<file path="src/rtl/mem_access_ctrl_if.sv">
// Request, data-memory bus and response signals of the load/store access controller.
interface mem_access_ctrl_if;
    // request channel from execute
    logic        req_valid;
    logic        req_ready;
    logic        req_we;
    logic [1:0]  req_size;
    logic [31:0] req_addr;
    logic [31:0] req_wdata;
    // single-port data-memory bus
    logic        mem_req;
    logic        mem_we;
    logic [31:0] mem_addr;
    logic [3:0]  mem_be;
    logic [31:0] mem_wdata;
    logic        mem_gnt;
    logic        mem_rvalid;
    logic [31:0] mem_rdata;
    // response channel to load-data extraction
    logic        rsp_valid;
    logic [31:0] rsp_data;
    logic [1:0]  rsp_err;
    logic        busy;

    // requester / memory side
    modport master (
        output req_valid, req_we, req_size, req_addr, req_wdata,
        output mem_gnt, mem_rvalid, mem_rdata,
        input  req_ready, mem_req, mem_we, mem_addr, mem_be, mem_wdata,
        input  rsp_valid, rsp_data, rsp_err, busy
    );

    // controller side
    modport slave (
        input  req_valid, req_we, req_size, req_addr, req_wdata,
        input  mem_gnt, mem_rvalid, mem_rdata,
        output req_ready, mem_req, mem_we, mem_addr, mem_be, mem_wdata,
        output rsp_valid, rsp_data, rsp_err, busy
    );
endinterface

</file>
<file path="src/rtl/mem_access_ctrl.sv">
// Load/store access controller: one request per handshake onto a single-port
// data-memory bus, with lane alignment, byte enables, error and timeout flags.
module mem_access_ctrl #(
    parameter int unsigned TIMEOUT = 255
) (
    input  logic              clk,
    input  logic              rst,
    mem_access_ctrl_if.slave  bus
);

    localparam int unsigned CNT_W = 8;
    localparam logic [CNT_W-1:0] CNT_LAST = CNT_W'(TIMEOUT - 1);
    localparam logic [1:0] ERR_OK      = 2'd0;
    localparam logic [1:0] ERR_ALIGN   = 2'd1;
    localparam logic [1:0] ERR_TIMEOUT = 2'd2;

    typedef enum logic [1:0] {
        ST_IDLE  = 2'd0,
        ST_ISSUE = 2'd1,
        ST_WAIT  = 2'd2,
        ST_RESP  = 2'd3
    } state_e;

    state_e           state_q;
    logic [CNT_W-1:0] cnt_q;
    logic             we_q;
    logic [1:0]       off_q;
    logic             req_ready_q;
    logic             busy_q;
    logic             mem_req_q;
    logic             mem_we_q;
    logic [31:0]      mem_addr_q;
    logic [3:0]       mem_be_q;
    logic [31:0]      mem_wdata_q;
    logic             rsp_valid_q;
    logic [31:0]      rsp_data_q;
    logic [1:0]       rsp_err_q;

    logic             misaligned_c;
    logic [3:0]       be_c;
    logic [31:0]      wdata_c;
    logic             done_c;
    logic [31:0]      load_data_c;

    // Decode the incoming request: alignment check, lane enables, replicated store data.
    always_comb begin
        misaligned_c = 1'b0;
        be_c         = 4'b1111;
        wdata_c      = bus.req_wdata;
        case (bus.req_size)
            2'd0: begin
                be_c    = 4'b0001 << bus.req_addr[1:0];
                wdata_c = {4{bus.req_wdata[7:0]}};
            end
            2'd1: begin
                misaligned_c = bus.req_addr[0];
                be_c         = 4'b0011 << bus.req_addr[1:0];
                wdata_c      = {2{bus.req_wdata[15:0]}};
            end
            2'd2: begin
                misaligned_c = (bus.req_addr[1:0] != 2'b00);
            end
            default: begin
                misaligned_c = 1'b1;
            end
        endcase
    end

    // Completion of the outstanding access this cycle, and the load word shifted to the addressed byte.
    always_comb begin
        done_c      = ((state_q == ST_ISSUE) && bus.mem_gnt && (we_q || bus.mem_rvalid))
                   || ((state_q == ST_WAIT) && bus.mem_rvalid);
        load_data_c = bus.mem_rdata >> {off_q, 3'b000};
    end

    // Access FSM with all bus and response outputs registered.
    always_ff @(posedge clk or posedge rst) begin
        if (rst) begin
            state_q     <= ST_IDLE;
            cnt_q       <= '0;
            we_q        <= 1'b0;
            off_q       <= 2'b00;
            req_ready_q <= 1'b1;
            busy_q      <= 1'b0;
            mem_req_q   <= 1'b0;
            mem_we_q    <= 1'b0;
            mem_addr_q  <= '0;
            mem_be_q    <= '0;
            mem_wdata_q <= '0;
            rsp_valid_q <= 1'b0;
            rsp_data_q  <= '0;
            rsp_err_q   <= ERR_OK;
        end else begin
            case (state_q)
                ST_IDLE: begin
                    if (bus.req_valid) begin
                        we_q        <= bus.req_we;
                        off_q       <= bus.req_addr[1:0];
                        req_ready_q <= 1'b0;
                        busy_q      <= 1'b1;
                        if (misaligned_c) begin
                            state_q     <= ST_RESP;
                            rsp_valid_q <= 1'b1;
                            rsp_err_q   <= ERR_ALIGN;
                            rsp_data_q  <= '0;
                        end else begin
                            state_q     <= ST_ISSUE;
                            cnt_q       <= '0;
                            mem_req_q   <= 1'b1;
                            mem_we_q    <= bus.req_we;
                            mem_addr_q  <= {bus.req_addr[31:2], 2'b00};
                            mem_be_q    <= bus.req_we ? be_c : 4'b0000;
                            mem_wdata_q <= bus.req_we ? wdata_c : 32'd0;
                        end
                    end
                end
                ST_ISSUE, ST_WAIT: begin
                    if (done_c) begin
                        state_q     <= ST_RESP;
                        mem_req_q   <= 1'b0;
                        rsp_valid_q <= 1'b1;
                        rsp_err_q   <= ERR_OK;
                        rsp_data_q  <= we_q ? 32'd0 : load_data_c;
                    end else if (cnt_q == CNT_LAST) begin
                        state_q     <= ST_RESP;
                        mem_req_q   <= 1'b0;
                        rsp_valid_q <= 1'b1;
                        rsp_err_q   <= ERR_TIMEOUT;
                        rsp_data_q  <= '0;
                    end else begin
                        cnt_q <= cnt_q + CNT_W'(1);
                        if ((state_q == ST_ISSUE) && bus.mem_gnt) begin
                            state_q   <= ST_WAIT;
                            mem_req_q <= 1'b0;
                        end
                    end
                end
                ST_RESP: begin
                    state_q     <= ST_IDLE;
                    rsp_valid_q <= 1'b0;
                    req_ready_q <= 1'b1;
                    busy_q      <= 1'b0;
                end
                default: begin
                    state_q <= ST_IDLE;
                end
            endcase
        end
    end

    assign bus.req_ready = req_ready_q;
    assign bus.busy      = busy_q;
    assign bus.mem_req   = mem_req_q;
    assign bus.mem_we    = mem_we_q;
    assign bus.mem_addr  = mem_addr_q;
    assign bus.mem_be    = mem_be_q;
    assign bus.mem_wdata = mem_wdata_q;
    assign bus.rsp_valid = rsp_valid_q;
    assign bus.rsp_data  = rsp_data_q;
    assign bus.rsp_err   = rsp_err_q;

endmodule

</file>
<file path="src/flat_wrapper.sv">
// flat-port wrapper written by rule: the top's interface ports become plain ports
module mem_access_ctrl_flat 
#(
    parameter int unsigned TIMEOUT = 255
)
  (clk, rst, bus_req_valid, bus_req_we, bus_req_size, bus_req_addr, bus_req_wdata, bus_mem_gnt, bus_mem_rvalid, bus_mem_rdata, bus_req_ready, bus_mem_req, bus_mem_we, bus_mem_addr, bus_mem_be, bus_mem_wdata, bus_rsp_valid, bus_rsp_data, bus_rsp_err, bus_busy);
  mem_access_ctrl_if bus_i ();
  input  logic clk;
  input  logic rst;
  input wire logic [$bits(bus_i.req_valid)-1:0] bus_req_valid;
  input wire logic [$bits(bus_i.req_we)-1:0] bus_req_we;
  input wire logic [$bits(bus_i.req_size)-1:0] bus_req_size;
  input wire logic [$bits(bus_i.req_addr)-1:0] bus_req_addr;
  input wire logic [$bits(bus_i.req_wdata)-1:0] bus_req_wdata;
  input wire logic [$bits(bus_i.mem_gnt)-1:0] bus_mem_gnt;
  input wire logic [$bits(bus_i.mem_rvalid)-1:0] bus_mem_rvalid;
  input wire logic [$bits(bus_i.mem_rdata)-1:0] bus_mem_rdata;
  output wire logic [$bits(bus_i.req_ready)-1:0] bus_req_ready;
  output wire logic [$bits(bus_i.mem_req)-1:0] bus_mem_req;
  output wire logic [$bits(bus_i.mem_we)-1:0] bus_mem_we;
  output wire logic [$bits(bus_i.mem_addr)-1:0] bus_mem_addr;
  output wire logic [$bits(bus_i.mem_be)-1:0] bus_mem_be;
  output wire logic [$bits(bus_i.mem_wdata)-1:0] bus_mem_wdata;
  output wire logic [$bits(bus_i.rsp_valid)-1:0] bus_rsp_valid;
  output wire logic [$bits(bus_i.rsp_data)-1:0] bus_rsp_data;
  output wire logic [$bits(bus_i.rsp_err)-1:0] bus_rsp_err;
  output wire logic [$bits(bus_i.busy)-1:0] bus_busy;
  assign bus_i.req_valid = bus_req_valid;
  assign bus_i.req_we = bus_req_we;
  assign bus_i.req_size = bus_req_size;
  assign bus_i.req_addr = bus_req_addr;
  assign bus_i.req_wdata = bus_req_wdata;
  assign bus_i.mem_gnt = bus_mem_gnt;
  assign bus_i.mem_rvalid = bus_mem_rvalid;
  assign bus_i.mem_rdata = bus_mem_rdata;
  assign bus_req_ready = bus_i.req_ready;
  assign bus_mem_req = bus_i.mem_req;
  assign bus_mem_we = bus_i.mem_we;
  assign bus_mem_addr = bus_i.mem_addr;
  assign bus_mem_be = bus_i.mem_be;
  assign bus_mem_wdata = bus_i.mem_wdata;
  assign bus_rsp_valid = bus_i.rsp_valid;
  assign bus_rsp_data = bus_i.rsp_data;
  assign bus_rsp_err = bus_i.rsp_err;
  assign bus_busy = bus_i.busy;
  mem_access_ctrl #(.TIMEOUT(TIMEOUT)) u_core (.clk(clk), .rst(rst), .bus(bus_i));
endmodule
</file>
<file path="config.mk">
export PLATFORM = sky130hd
export DESIGN_NAME = mem_access_ctrl_flat
export DESIGN_NICKNAME = d
export VERILOG_FILES = /design/src/rtl/mem_access_ctrl_if.sv /design/src/rtl/mem_access_ctrl.sv /design/src/flat_wrapper.sv
export SDC_FILE = /design/constraint.sdc
export NUM_CORES = 1
export LEC_CHECK = 0
export ABC_AREA = 1
export BUFFER_PORTS_ARGS = -buffer_cell sky130_fd_sc_hd__buf_2
export CAP_MARGIN = 30
export CORE_AREA = 2 2 112 114
export DETAILED_ROUTE_END_ITERATION = 12
export DIE_AREA = 0 0 114 116
export PLACE_DENSITY = 0.79
export SYNTH_ARGS = -nofsm -noshare
export SYNTH_HDL_FRONTEND = slang
export SYNTH_SLANG_ARGS = --single-unit
</file>
<file path="constraint.sdc">
create_clock -name clk -period 3.7 [get_ports clk]
set_input_delay 0 -clock clk [delete_from_list [all_inputs] [get_ports clk]]
set_output_delay 0 -clock clk [all_outputs]
set_load 0.02 [all_outputs]
</file>
==> reports/qor.txt <==
status -> finished clean
Rel. slew slack -> 37.3%
Via density -> 5.34
clk sinks -> 118
PwrDens -> 848 nW/µm²
Netlist Area Pre-Place -> 5890 µm²
share of cells above drive strength 1 -> 24.6%
area of the multi-input gates -> 2560 µm²
Core Rows -> 40
min-delay src -> bus_mem_rdata[31]
Max Freq -> 0.355 GHz
Synth Area per Inst -> 7.61 µm²
Final Hold Fails -> 0
post-cts hold buffer count -> 74
post-CTS repair timing setup buffer count -> 0
Die W -> 114 µm
Data required, critical path -> 4.04 ns
Max VDD drop -> 0.476 mV
CTS root buffer -> clkbuf_16
antenna viol nets, final -> 0
first-pass GRT wire length -> 29.8 mm
Worst-path clk slew -> 0.06 ns
critical path capture point type -> flop
Seq cells post-synth -> 118
via count -> 6403
drt pass-1 iters -> 6
IO Pins -> 211
1st-iter DRT viols -> 614
startpoint types -> flop
r2r setup slk -> 0.88 ns
CTS tree -> yes
critical path class -> flop to flop
hold endpoint -> u_core.bus.rsp_data[31]
gr ovfl total -> 0
total power -> 7.02 mW
Mapped Cells -> 774
# Max-Cap Violations -> 0
Layout Skew -> 0.00620 ns
diode count -> 0
Seq/Total Area, Yosys -> 50.2%
Area Overhead vs Synth -> 40.6%
nets -> 1150
WL final -> 18.9 mm
later-pin clock latency in the skew report -> 0.41 ns
top cell type by total area after synthesis -> dfrtp_1
share of the synthesized area in the top cell type -> 49.7%
initial antenna violation count -> 0
Final setup viols -> 0
LEAKAGE -> 4.62 nW
Synth cell types -> 28
vias in the first global route -> 6109
CTS Buf Count -> 17
Area contributors post-synth -> dfrtp_1, nand2_1, nand4_1, nor2_1, nand3_1
routed len/inst -> 15.8 µm
Initial Utilization -> 49.4%
storage element area -> 2950 µm²
count of pins over their slew limit -> 0
clock buffer depth -> 2
Worst-Margin Slew -> 0.940 ns
H-tree Lvls -> 4
R2R Path End -> u_core.bus.mem_wdata[15]
largest net degree at the start of global routing -> 70
Tot GR Track Use -> 28.8%
post-CTS resize count -> 0
worst hold path depth -> 5
Core Area -> 11900 µm²
Arrival @ worst endpoint -> 3.16 ns
post-route minimum period -> 2.82 ns
height of the die -> 116 µm
GPL Wtd Cong -> 0.928
DRC viols -> 0
Post-Route Utilization -> 69.5%
Hold Crit Class -> input port to flop
fillers -> 909
# port buffers -> 208
setup_tns -> 0 ns
die area -> 13200 µm²
DP Wirelength -> 11.7 mm
synth warn -> 0
worst-path fanout max -> 15
final worst path period share -> 76.1%
unrepaired setup endpoints after global routing -> false
FF-to-FF path depth -> 10
R2R Path Start -> u_core.state_q[0]
## worst max path at each step
| stage | to | from | cells after the start |
|---|---|---|---|
| final | u_core.bus.mem_wdata[15] | u_core.state_q[0] | 10 |
| after global routing | u_core.bus.mem_wdata[15] | u_core.state_q[1] | 10 |
| after CTS | u_core.bus.mem_wdata[15] | u_core.state_q[0] | 10 |
| after detailed placement | u_core.bus.rsp_data[26] | u_core.state_q[0] | 8 |
| after global placement | u_core.bus.rsp_data[29] | u_core.state_q[0] | 8 |
| after floorplan | u_core.bus.busy | rst | 1 |
## report_power, final
| group | internal, mW | total, mW | switching [mW] |
|---|---|---|---|
| clock network | 1.11 | 1.71 | 0.602 |
| logic | 0.984 | 3.15 | 2.16 |
| registers | 1.80 | 2.16 | 0.354 |
## cell type report
cell class	instances	area share (%)
Clock inverter	11	1.80
Tap cell	147	2.22
Multi-Input combinational cell	581	30.9
Inverter	32	1.48
Clock buffer	21	5.68
Timing Repair Buffer	290	22.2
Sequential cell	118	35.7
## cells in the final DEF (no fill, tap or decap), types with 2 or more instances in the layout
cell type / Yosys / layout
inv_1: 30 / 29
dfrtp_1: 117 / 117
nand3b_1: 2 / 2
nand3_2: 2 / 2
nor2_1: 50 / 50
o21ai_0: 33 / 33
xor2_1: 2 / 2
dlygate4sd3_1: 0 / 74
bufinv_16: 0 / 3
clkbuf_16: 0 / 17
a22o_1: 9 / 9
buf_2: 27 / 208
clkbuf_8: 0 / 3
o22ai_1: 8 / 8
buf_4: 8 / 8
nand2_1: 366 / 366
o21ai_1: 19 / 19
nand4_1: 35 / 35
a21oi_1: 2 / 2
ha_1: 6 / 6
conb_1: 1 / 2
nand2_2: 6 / 6
o21bai_1: 2 / 2
nand3_1: 35 / 35
clkinvlp_4: 0 / 6
## per-stage QoR
stage	cells	cell area, µm²	setup WS [ns]	hold slack [ns]
final	1200	8280	0.884	0.0240
after global routing	1200	8280	0.716	0.0343
after CTS	1199	8270	1.01	0.00535
after detailed placement	1093	6910	1.14	0.199
after global placement	1093	6910	1.23	0.193
after floorplan	775	5890	0.573	0.110
## critical path: stages (launching register included)
cell           delay (ns)
dfrtp_1              0.41
inv_1                0.10
ha_1                 0.30
nand2_2              0.15
inv_2                0.10
nand2_1              0.09
a21oi_2              0.55
buf_4                0.29
nand2_1              0.09
o21ai_1              0.13
dlygate4sd3_1        0.56
## registers in the layout (all words and copies together) (netlist names)
name	cells
u_core.bus.mem_be	4
u_core.off_q	2
u_core.bus.rsp_valid	1
u_core.state_q	2
u_core.bus.mem_addr	30
u_core.bus.mem_wdata	32
u_core.bus.mem_we	1
u_core.we_q	1
u_core.bus.mem_req	1
u_core.bus.rsp_data	32
u_core.cnt_q	8
u_core.bus.req_ready	1
u_core.bus.busy	1
u_core.bus.rsp_err	2
## per-layer routing
layer / GRT usage, % / routed length, µm
met5: 0 / 0
met3: 8.37 / 1850
met4: 11.7 / 517
met1: 35.5 / 7340
met2: 48.1 / 9230
## cells in the mapped netlist
library cell and count:
a21oi_1 2, a21oi_2 1, a22o_1 9, buf_1 1
buf_2 27, buf_4 8, buf_6 4, clkbuf_1 4
clkinv_1 1, conb_1 1, dfrtp_1 117, dfstp_2 1
ha_1 6, inv_1 30, inv_2 1, nand2_1 366
nand2_2 6, nand3_1 35, nand3_2 2, nand3b_1 2
nand4_1 35, nor2_1 50, o211ai_1 1, o21ai_0 33
o21ai_1 19, o21bai_1 2, o22ai_1 8, xor2_1 2
## kinds of logic (layout without fill, tap and decap cells)
logic type      after synthesis  count (layout)  synth area share (%)
fa+ha+maj                     6               6                  1.27
buf+inv                      76             354                  6.44
flops                       118             118                  50.2
xor+xnor                      2               2                 0.298
compound gates               75              75                  7.31
other cells                   1               2                0.0637
simple gates                496             496                  34.4
No activity file was read; power rests on OpenSTA's default activity.
